`config.mk`:
```
export PLATFORM = sky130hd
export DESIGN_NAME = cond_alu_unit
export DESIGN_NICKNAME = d
export VERILOG_FILES = /design/src/rtl/alu_defs.sv /design/src/rtl/seq_mul.sv /design/src/rtl/cond_alu_unit.sv
export SDC_FILE = /design/constraint.sdc
export NUM_CORES = 1
export LEC_CHECK = 0
export ABC_AREA = 0
export CAP_MARGIN = 30
export CORE_ASPECT_RATIO = 1.1
export CORE_UTILIZATION = 30
export DETAILED_ROUTE_END_ITERATION = 16
export SYNTH_ARGS = -nofsm -noshare
export SYNTH_HDL_FRONTEND = slang
export SYNTH_SLANG_ARGS = --single-unit
```
`constraint.sdc`:
```
create_clock -name clk -period 4.7 [get_ports clk]
set_clock_uncertainty 0.15 [all_clocks]
set_input_delay 0.94 -clock clk [delete_from_list [all_inputs] [get_ports clk]]
set_output_delay 0.94 -clock clk [all_outputs]
set_load 0.01 [all_outputs]
```
`src/rtl/alu_defs.sv`:
```
// alu_defs: shared encodings for the conditional execute unit.
//   op_e    : operation select (ADD, NAND, MUL, reserved)
//   cz_e    : condition / carry-in select
//   state_e : execute-unit FSM states
//   cond_pass() : condition check against the architectural C/Z flags
package alu_defs;

   typedef enum logic [1:0] {
      OP_ADD  = 2'b00,
      OP_NAND = 2'b01,
      OP_MUL  = 2'b10,
      OP_RSVD = 2'b11
   } op_e;

   typedef enum logic [1:0] {
      CZ_NONE = 2'b00,
      CZ_IFZ  = 2'b01,
      CZ_IFC  = 2'b10,
      CZ_AWC  = 2'b11
   } cz_e;

   typedef enum logic [1:0] {
      ST_IDLE = 2'b00,
      ST_EXEC = 2'b01,
      ST_MUL  = 2'b10,
      ST_DONE = 2'b11
   } state_e;

   // AWC and unconditional forms always pass; only the C/Z-gated forms can fail.
   function automatic logic cond_pass(input cz_e cz, input logic c, input logic z);
      case (cz)
         CZ_IFC:  return c;
         CZ_IFZ:  return z;
         default: return 1'b1;
      endcase
   endfunction

endpackage

```
`src/rtl/seq_mul.sv`:
```
// seq_mul: shift-add multiplier, one multiplier bit consumed per step.
//   clk, reset : clock, asynchronous active-high reset
//   load       : capture a/b, clear accumulator and step counter
//   step       : perform one shift-add iteration
//   a, b       : multiplicand / multiplier
//   acc_next   : accumulator value after the current step (low WIDTH bits)
//   last       : current step is the final (WIDTH-th) iteration
module seq_mul #(
   parameter int WIDTH = 16
) (
   input  logic             clk,
   input  logic             reset,
   input  logic             load,
   input  logic             step,
   input  logic [WIDTH-1:0] a,
   input  logic [WIDTH-1:0] b,
   output logic [WIDTH-1:0] acc_next,
   output logic             last
);

   localparam int CW = $clog2(WIDTH);

   logic [WIDTH-1:0] mcand_q, mcand_d;
   logic [WIDTH-1:0] mplier_q, mplier_d;
   logic [WIDTH-1:0] acc_q, acc_d;
   logic [CW-1:0]    cnt_q, cnt_d;

   // Exposing the post-step sum lets the caller latch the product on the final step.
   assign acc_next = acc_q + (mplier_q[0] ? mcand_q : '0);
   assign last     = (cnt_q == CW'(WIDTH - 1));

   always_comb begin
      mcand_d  = mcand_q;
      mplier_d = mplier_q;
      acc_d    = acc_q;
      cnt_d    = cnt_q;
      if (load) begin
         mcand_d  = a;
         mplier_d = b;
         acc_d    = '0;
         cnt_d    = '0;
      end else if (step) begin
         mcand_d  = mcand_q << 1;
         mplier_d = mplier_q >> 1;
         acc_d    = acc_next;
         cnt_d    = cnt_q + 1'b1;
      end
   end

   always_ff @(posedge clk or posedge reset) begin
      if (reset) begin
         mcand_q  <= '0;
         mplier_q <= '0;
         acc_q    <= '0;
         cnt_q    <= '0;
      end else begin
         mcand_q  <= mcand_d;
         mplier_q <= mplier_d;
         acc_q    <= acc_d;
         cnt_q    <= cnt_d;
      end
   end

endmodule

```
`src/rtl/cond_alu_unit.sv`:
```
// cond_alu_unit: multi-cycle execute unit with conditional ADD/NAND and MUL.
//   clk, reset : clock, asynchronous active-high reset
//   start      : request, sampled only in IDLE
//   op, cz     : operation / condition select (see alu_defs)
//   compl      : use ~srcb for ADD/NAND
//   srca, srcb : operands, latched at the accepting edge
//   busy       : high in every state except IDLE
//   done       : single-cycle completion pulse
//   wr_en      : with done, 1 = result is to be written back
//   result     : registered result, held until the next successful write
//   carry, zero: architectural C and Z flags
import alu_defs::*;

module cond_alu_unit #(
   parameter int WIDTH  = 16,
   parameter bit MUL_EN = 1'b1
) (
   input  logic             clk,
   input  logic             reset,
   input  logic             start,
   input  logic [1:0]       op,
   input  logic [1:0]       cz,
   input  logic             compl,
   input  logic [WIDTH-1:0] srca,
   input  logic [WIDTH-1:0] srcb,
   output logic             busy,
   output logic             done,
   output logic             wr_en,
   output logic [WIDTH-1:0] result,
   output logic             carry,
   output logic             zero
);

   state_e           state_q, state_d;
   op_e              op_q, op_d;
   cz_e              cz_q, cz_d;
   logic             compl_q, compl_d;
   logic [WIDTH-1:0] a_q, a_d;
   logic [WIDTH-1:0] b_q, b_d;
   logic             ok_q, ok_d;
   logic             busy_q, busy_d;
   logic             done_q, done_d;
   logic             wr_en_q, wr_en_d;
   logic [WIDTH-1:0] result_q, result_d;
   logic             carry_q, carry_d;
   logic             zero_q, zero_d;

   logic             mul_load, mul_step, mul_last;
   logic [WIDTH-1:0] mul_next;
   logic [WIDTH-1:0] bop, nand_s;
   logic [WIDTH:0]   sum;
   logic             cin;

   generate
      if (MUL_EN) begin : g_mul
         seq_mul #(.WIDTH(WIDTH)) u_mul (
            .clk      (clk),
            .reset    (reset),
            .load     (mul_load),
            .step     (mul_step),
            .a        (a_d),
            .b        (b_d),
            .acc_next (mul_next),
            .last     (mul_last)
         );
      end else begin : g_no_mul
         assign mul_next = '0;
         assign mul_last = 1'b0;
      end
   endgenerate

   // Flags cannot change while busy, so reading carry_q here equals the accept-edge value.
   assign cin    = (cz_q == CZ_AWC) & carry_q;
   assign bop    = compl_q ? ~b_q : b_q;
   assign sum    = {1'b0, a_q} + {1'b0, bop} + {{WIDTH{1'b0}}, cin};
   assign nand_s = ~(a_q & bop);

   always_comb begin
      state_d  = state_q;
      op_d     = op_q;
      cz_d     = cz_q;
      compl_d  = compl_q;
      a_d      = a_q;
      b_d      = b_q;
      ok_d     = ok_q;
      busy_d   = busy_q;
      done_d   = 1'b0;
      wr_en_d  = 1'b0;
      result_d = result_q;
      carry_d  = carry_q;
      zero_d   = zero_q;
      mul_load = 1'b0;
      mul_step = 1'b0;

      case (state_q)
         ST_IDLE: begin
            if (start) begin
               op_d    = op_e'(op);
               cz_d    = cz_e'(cz);
               compl_d = compl;
               a_d     = srca;
               b_d     = srcb;
               ok_d    = (op_e'(op) == OP_MUL) | cond_pass(cz_e'(cz), carry_q, zero_q);
               busy_d  = 1'b1;
               if (op_e'(op) == OP_MUL && MUL_EN) begin
                  state_d  = ST_MUL;
                  mul_load = 1'b1;
               end else begin
                  state_d  = ST_EXEC;
               end
            end
         end
         ST_EXEC: begin
            state_d = ST_DONE;
            done_d  = 1'b1;
            if (ok_q) begin
               case (op_q)
                  OP_ADD: begin
                     wr_en_d  = 1'b1;
                     result_d = sum[WIDTH-1:0];
                     carry_d  = sum[WIDTH];
                     zero_d   = (sum[WIDTH-1:0] == '0);
                  end
                  OP_NAND: begin
                     wr_en_d  = 1'b1;
                     result_d = nand_s;
                     zero_d   = (nand_s == '0);
                  end
                  default: ; // reserved, or MUL when not built
               endcase
            end
         end
         ST_MUL: begin
            mul_step = 1'b1;
            if (mul_last) begin
               state_d  = ST_DONE;
               done_d   = 1'b1;
               wr_en_d  = 1'b1;
               result_d = mul_next;
               zero_d   = (mul_next == '0);
            end
         end
         ST_DONE: begin
            state_d = ST_IDLE;
            busy_d  = 1'b0;
         end
         default: state_d = ST_IDLE;
      endcase
   end

   always_ff @(posedge clk or posedge reset) begin
      if (reset) begin
         state_q  <= ST_IDLE;
         op_q     <= OP_ADD;
         cz_q     <= CZ_NONE;
         compl_q  <= 1'b0;
         a_q      <= '0;
         b_q      <= '0;
         ok_q     <= 1'b0;
         busy_q   <= 1'b0;
         done_q   <= 1'b0;
         wr_en_q  <= 1'b0;
         result_q <= '0;
         carry_q  <= 1'b0;
         zero_q   <= 1'b0;
      end else begin
         state_q  <= state_d;
         op_q     <= op_d;
         cz_q     <= cz_d;
         compl_q  <= compl_d;
         a_q      <= a_d;
         b_q      <= b_d;
         ok_q     <= ok_d;
         busy_q   <= busy_d;
         done_q   <= done_d;
         wr_en_q  <= wr_en_d;
         result_q <= result_d;
         carry_q  <= carry_d;
         zero_q   <= zero_d;
      end
   end

   assign busy   = busy_q;
   assign done   = done_q;
   assign wr_en  = wr_en_q;
   assign result = result_q;
   assign carry  = carry_q;
   assign zero   = zero_q;

endmodule

```
==> run metrics, run 1 <==
Final nets=867; max_slew headroom=0.3933; CTS tree=yes; ratio of cells with drive above 1 in the final layout=0.1239; Clk Latency, worst-skew pair=approximately 0.42 ns; WHS Path Cells=2; largest net degree at the start of global routing=between 60 and 70; final setup fails=0; aggregate global-route resource usage=0.1552; worst reg-to-reg path cell count=12; Synth Area per Inst=9.606 um^2; RSZ-0062 raised after global routing=false; Post-synth EDFFs=0; die area=between 20000 and 25000 um^2; via count=~5.5k; Rows=between 50 and 60; crit-path max FO=4; Distinct cells, synth=62; sequential fraction of the synthesis area=0.4005; chip width=approximately 150 um; area grow syn2layout=20.72%; top_reg_cell synth=dfrtp_1; Async S/R FF share, synth=1.000; # Post-CTS Setup Buffers=0; most used cell, CP=fa_1; worst path cell trace=xor2_1 > inv_1 > fa_1 > fa_1 > nor2b_1 > o2111ai_1 > a311oi_1 > o31a_1 > nor4_1 > a211oi_1 > o21ai_0 > a22o_1; DRC viols=0; f_max=approximately 280 MHz; Die Span Y=approximately 160 um; fin crit share=0.7487; mapped cell area=between 7000 and 8000 um^2; Syn. warnings=0; first drt pass iteration count=5; drt total wl=between 15 and 20 mm; Post-Syn Nets=between 800 and 900; Diodes inserted=0; Routed Antenna Nets=0; Crit path largest cell delay=approximately 0.45 ns; vias in the first global route=~5.5k; htree depth=4; Min-Delay Endpoint=result[10]; status=finished clean; post-route setup TNS=0 ns; CTS clk-pin slew, worst paths=roughly 0.050 ns; Max-Cap Viols=0; Final min period=3.519 ns; Initial Utilization=0.3069; CTS Buffer Depth=2; R2R setup slack=1.18 ns; R2R Path End=result[14]; DRT iter0 DRCs=between 300 and 400; Critical Path RT=slightly below 5 ns; I/O Pins=a little over 60; HPWL after detailed placement=roughly 13 mm; slowest stage cell, crit path=fa_1; Tightest Hold Check Type=reg -> reg; Worst EP arrival=roughly 3.7 ns; Worst R2R Start=compl_q; register bit total from synthesis=113; count of input and output buffers=60; crit path launch type=flop; RePlAce Congestion=0.8770; crit-path leading delay family=compound AO/OA/AOI/OAI gates; clk sinks=113; Crit Path Category=reg -> reg; first-pass GRT wire length=a little under 30 mm; Core Footprint=approximately 23000 um^2; CTS Buf Count=17; wire length per cell=approximately 16 um; WP buf/inv=1; min-delay src=result[10]; met1 Track Usage GR=0.2018; met2 Usage GRT=0.2576; worst-margin pin slew=0.9068 ns; fin. max-slew vios=0; met3 Use GR=0.02717; post_cts resized=0; Vias/cell=4.977; GR peak layer=met2; Mapped Cells=735; antenna violations before repair=0; global route overflow=0; CTS Hold Bufs=0; clk root buf=clkbuf_16; Critical Path End Type=flop; Fin. Hold Viols=0
==> worst reg2reg max path: cells and delay by family (launching register included) <==
family,cells,cell delay [ns]
AOI/OAI and AO/OA,6,1.48
xor gates and xnor gates,1,0.20
adders and majority gates,2,0.87
buffers and inverters,1,0.08
DFF,1,0.38
and+or+nand+nor,2,0.24
==> per-layer routing <==
metal  routed length [um]  part of all wire  up-vias
met2                 8503              0.48       93
met4                  289             0.016        0
met1                 8349              0.47     2608
met5                    0                 0        -
met3                  467             0.027       17
li1                     -                 -     2752
==> synth_stat cells, types with 16 or more instances <==
library cell	n	area [um^2]
a21oi_1	73	365.4
o21ai_0	34	170.2
mux2_2	43	484.2
mux2i_1	43	430.4
nor3_1	16	80.08
ha_1	38	475.5
xor2_1	25	219.0
inv_1	24	90.09
nand2_1	45	168.9
dfrtp_1	113	2828
clkbuf_1	27	101.4
nor2_1	71	266.5
and2_1	17	106.4
==> worst max-delay path by stage <==
| stage | cells after the start | from | slack [ns] | end |
|---|---|---|---|---|
| 6_report | 12 | compl_q | 1.18 | result[14] |
| 5_1_grt | 12 | compl_q | 0.97 | result[14] |
| 4_1_cts | 12 | compl_q | 1.20 | result[14] |
| 3_5_place_dp | 12 | compl_q | 1.22 | result[14] |
| 3_3_place_gp | 10 | g_mul.u_mul.mplier_q[0] | 1.28 | result[12] |
| 2_1_floorplan | 1 | reset | 0.62 | a_q[0] |
==> final cells by class <==
class / instances / area, um^2
clock inverters: 10 / 108.9
clock buffers: 22 / 474.2
well taps: 300 / 375.4
fillers: 2337 / 14480
inverters: 24 / 92.59
flip-flops and latches: 113 / 2828
multi-input cells: 562 / 3971
repair buffers: 68 / 673.1
==> cells by family after synthesis <==
logic type	count (synthesis)	share of synthesized area
buffers and inverters	60	0.03845
muxes	86	0.1295
adders and majority gates	41	0.07585
DFF	113	0.4005
AOI/OAI and AO/OA	183	0.1632
and+or+nand+nor	220	0.1528
xor gates and xnor gates	32	0.03970
==> registers in the layout, indices dropped and copies added (netlist names), 4 cells and up <==
register	flops
g_mul.u_mul.mcand_q	16
g_mul.u_mul.mplier_q	16
a_q	16
g_mul.u_mul.cnt_q	4
g_mul.u_mul.acc_q	16
result	16
b_q	16
==> metrics by stage <==
stage	cell area [um^2]	std cells	hold WS, ns	worst slack [ns]	util
6_report	8523	1099	0.3237	1.181	0.3705
5_1_grt	8523	1099	0.3572	0.9735	0.3705
4_1_cts	8523	1099	0.3323	1.199	0.3705
3_5_place_dp	7940	1067	0.3199	1.218	0.3452
3_3_place_gp	7940	1067	0.3133	1.279	0.3452
2_1_floorplan	7061	735	0.2995	0.6226	-
==> cell usage in the layout (no fill, tap or decap), drive strengths merged, types with 4 or more instances in the layout <==
| master | synthesis | layout |
|---|---|---|
| a211o | 6 | 6 |
| a211oi | 6 | 6 |
| a21boi | 6 | 6 |
| a21o | 12 | 12 |
| a21oi | 73 | 73 |
| a31oi | 4 | 4 |
| and2 | 17 | 17 |
| and3 | 8 | 8 |
| buf | 9 | 8 |
| clkbuf | 27 | 22 |
| clkdlybuf4s50 | 0 | 60 |
| clkinv | 0 | 6 |
| dfrtp | 113 | 113 |
| ha | 38 | 38 |
| inv | 24 | 24 |
| mux2 | 43 | 43 |
| mux2i | 43 | 43 |
| nand2 | 45 | 45 |
| nand2b | 5 | 5 |
| nand3 | 15 | 15 |
| nand4 | 9 | 9 |
| nor2 | 71 | 71 |
| nor2b | 9 | 9 |
| nor3 | 16 | 16 |
| nor4 | 6 | 6 |
| o211ai | 6 | 6 |
| o21a | 8 | 8 |
| o21ai | 35 | 35 |
| or3 | 4 | 4 |
| xnor2 | 7 | 7 |
| xor2 | 25 | 25 |
Power of run 1 is left out: the tool's default activity adds up to more than one toggle a clock period on the data nets, which glitch-free logic cannot reach.
==> run 2, diff against run 1 <==
==> constraint.sdc (replaced) <==
create_clock -name clk -period 3.54 [get_ports clk]
set_clock_uncertainty 0.15 [all_clocks]
set_input_delay 0.708 -clock clk [delete_from_list [all_inputs] [get_ports clk]]
set_output_delay 0.708 -clock clk [all_outputs]
set_load 0.01 [all_outputs]
==> run 2 against run 1 <==
  * Global-route usage barely moved
  * Wire length fell by 0.54%
  * Setup slack got worse by 1.0 ns
  * Fmax rose by 4.3%
  * Sequential share of layout area fell by 0.29 points
  * Core utilization rose by 0.33 points
  * Critical endpoint is now zero
  * Die area did not move
  * First-iteration DRC count fell by 23%
==> run metrics, run 2 (synthesis gave the netlist of run 1 again) <==
via count=5486 (was 5470); fin. max-slew vios=0 (unchanged); status=finished clean (unchanged); RSZ-0062 raised after global routing=false (unchanged); CTS Hold Bufs=0 (unchanged); slowest stage cell, crit path=or4_1 (was fa_1); htree depth=4 (unchanged); DRC viols=0 (unchanged); crit path launch type=flop (unchanged); RePlAce Congestion=0.8538 (was 0.8770); worst path cell trace=xor2_1 > inv_1 > fa_1 > fa_1 > nor2b_1 > o2111ai_1 > nand2_1 > xor2_1 > or4_1 > nor4_1 > nand4_1 > nand2_1 (was xor2_1 > inv_1 > fa_1 > fa_1 > nor2b_1 > o2111ai_1 > a311oi_1 > o31a_1 > nor4_1 > a211oi_1 > o21ai_0 > a22o_1); count of input and output buffers=60 (unchanged); first drt pass iteration count=4 (was 5); drt total wl=17.51 mm (was 17.61 mm); post_cts resized=0 (unchanged); Diodes inserted=0 (unchanged); Core Footprint=23000 um^2 (unchanged); # Post-CTS Setup Buffers=0 (unchanged); leading cell types in the layout, fill and taps excluded=113 x dfrtp_1, 73 x a21oi_1, 71 x nor2_1, 60 x clkdlybuf4s50_1, 44 x nand2_1 (unchanged); worst-margin pin slew=0.8876 ns (was 0.9068 ns); crit-path max FO=4 (unchanged); Fin. Hold Viols=0 (unchanged); Crit path largest cell delay=0.53 ns (was 0.45 ns); first-pass GRT wire length=28.95 mm (was 29.10 mm); Initial Utilization=0.3069 (unchanged); commonest non-fill, non-tap cell in the layout=dfrtp_1 (unchanged); CTS Buf Count=17 (unchanged); clk root buf=clkbuf_16 (unchanged); I/O Pins=61 (unchanged); Final nets=870 (was 867); Tightest Hold Check Type=reg -> reg (unchanged); clk sinks=113 (unchanged); max_slew headroom=0.4083 (was 0.3933); fin crit share=0.9529 (was 0.7487); antenna violations before repair=0 (unchanged); HPWL after detailed placement=12.61 mm (was 12.78 mm); area grow syn2layout=21.78% (was 20.72%); largest net degree at the start of global routing=114 (was 64); Critical Path End Type=flop (unchanged); CTS Buffer Depth=2 (unchanged); Worst EP arrival=3.58 ns (was 3.67 ns); min setup slack post-route=0.1666 ns (was 1.181 ns); die area=24150 um^2 (unchanged); DRT iter0 DRCs=287 (was 375); Die Span Y=162.9 um (unchanged); post-route setup TNS=0 ns (unchanged); chip width=148.3 um (unchanged); DP Area=7964 um^2 (was 7940 um^2); vias in the first global route=5514 (was 5517); Design Area, Final=8598 um^2 (was 8523 um^2); CTS clk-pin slew, worst paths=0.05 ns (about the same); Vias/cell=4.978 (was 4.977); Final min period=3.373 ns (was 3.519 ns); Critical Path RT=3.75 ns (was 4.85 ns); CTS tree=yes (unchanged); crit-path leading delay family=simple AND/OR/NAND/NOR gates (was compound AO/OA/AOI/OAI gates); f_max=296.4 MHz (was 284.2 MHz); final setup fails=0 (unchanged); DP Worst Slack=0.1763 ns (was 1.218 ns); Routed Antenna Nets=0 (unchanged); WP buf/inv=1 (unchanged); Rows=58 (unchanged); global route overflow=0 (unchanged); aggregate global-route resource usage=0.1549 (was 0.1552); wire length per cell=15.89 um (was 16.02 um); Clk Latency, worst-skew pair=0.42 ns (about the same); Max-Cap Viols=0 (unchanged); R2R setup slack=0.17 ns (was 1.18 ns); ratio of cells with drive above 1 in the final layout=0.1272 (was 0.1239); Crit Path Category=reg -> reg (unchanged)
[run 2: cell types whose count changed in the layout (fill, tap and decap cells not counted)]
cell,previous run,this run
bufinv_16,2,5
buf_4,7,10
inv_4,1,0
clkinv_4,1,0
clkbuf_8,3,1
clkinv_2,5,6
[run 2: cell type report]
type | count | area (um^2)
fill | 2303 | 14410
multi-input combinational | 562 | 3971
sequential | 113 | 2828
timing repair buffer | 71 | 695.7
clock buffer | 20 | 446.7
tap | 300 | 375.4
clock inverter | 12 | 187.7
inverter | 24 | 93.84
[run 2: worst reg2reg max path, delay by kind of cell (launching register included)]
family                     cells  cell delay [ns]
and+or+nand+nor                6             1.37
adders and majority gates      2             0.85
DFF                            1             0.38
xor gates and xnor gates       2             0.28
AOI/OAI and AO/OA              1             0.20
buffers and inverters          1             0.08
[run 2: worst paths after layout]
path	from	end	depth (start not counted)
max	compl_q	zero	12
min	result[2]	result[2]	2
max reg2reg	compl_q	zero	12
min reg2reg	result[2]	result[2]	2
max in group asynchronous	reset	g_mul.u_mul.cnt_q[3]	3
min in group asynchronous	reset	b_q[4]	3
[run 2: per-stage QoR]
| stage | hold WS [ns] | util | cells |
|---|---|---|---|
| after floorplan | 0.2995 | - | 735 |
| after global placement | 0.3149 | 0.3462 | 1070 |
| after CTS | 0.3343 | 0.3738 | 1102 |
| after detailed placement | 0.3221 | 0.3462 | 1070 |
| after global routing | 0.3625 | 0.3738 | 1102 |
| final | 0.3248 | 0.3738 | 1102 |
[run 2: layer usage]
layer  vias to the layer above  wire (um)  GRT usage
met3                        21        487    0.02829
met1                      2616       8285     0.2020
met4                         0        316    0.05717
li1                       2755          -          -
met2                        94       8425     0.2548
met5                         -          0          0
Power of run 2 is left out for the same reason.
==> run 3, diff against run 2 <==
--- a/config.mk
+++ b/config.mk
@@ -6,7 +6,6 @@
 export NUM_CORES = 1
 export LEC_CHECK = 0
 export ABC_AREA = 0
-export CAP_MARGIN = 30
 export CORE_ASPECT_RATIO = 1.1
 export CORE_UTILIZATION = 30
 export DETAILED_ROUTE_END_ITERATION = 16
==> results of run 3 <==
Same layout as run 2: the final DEF is identical, and so are final timing and power.
Power of run 3 is left out for the same reason.
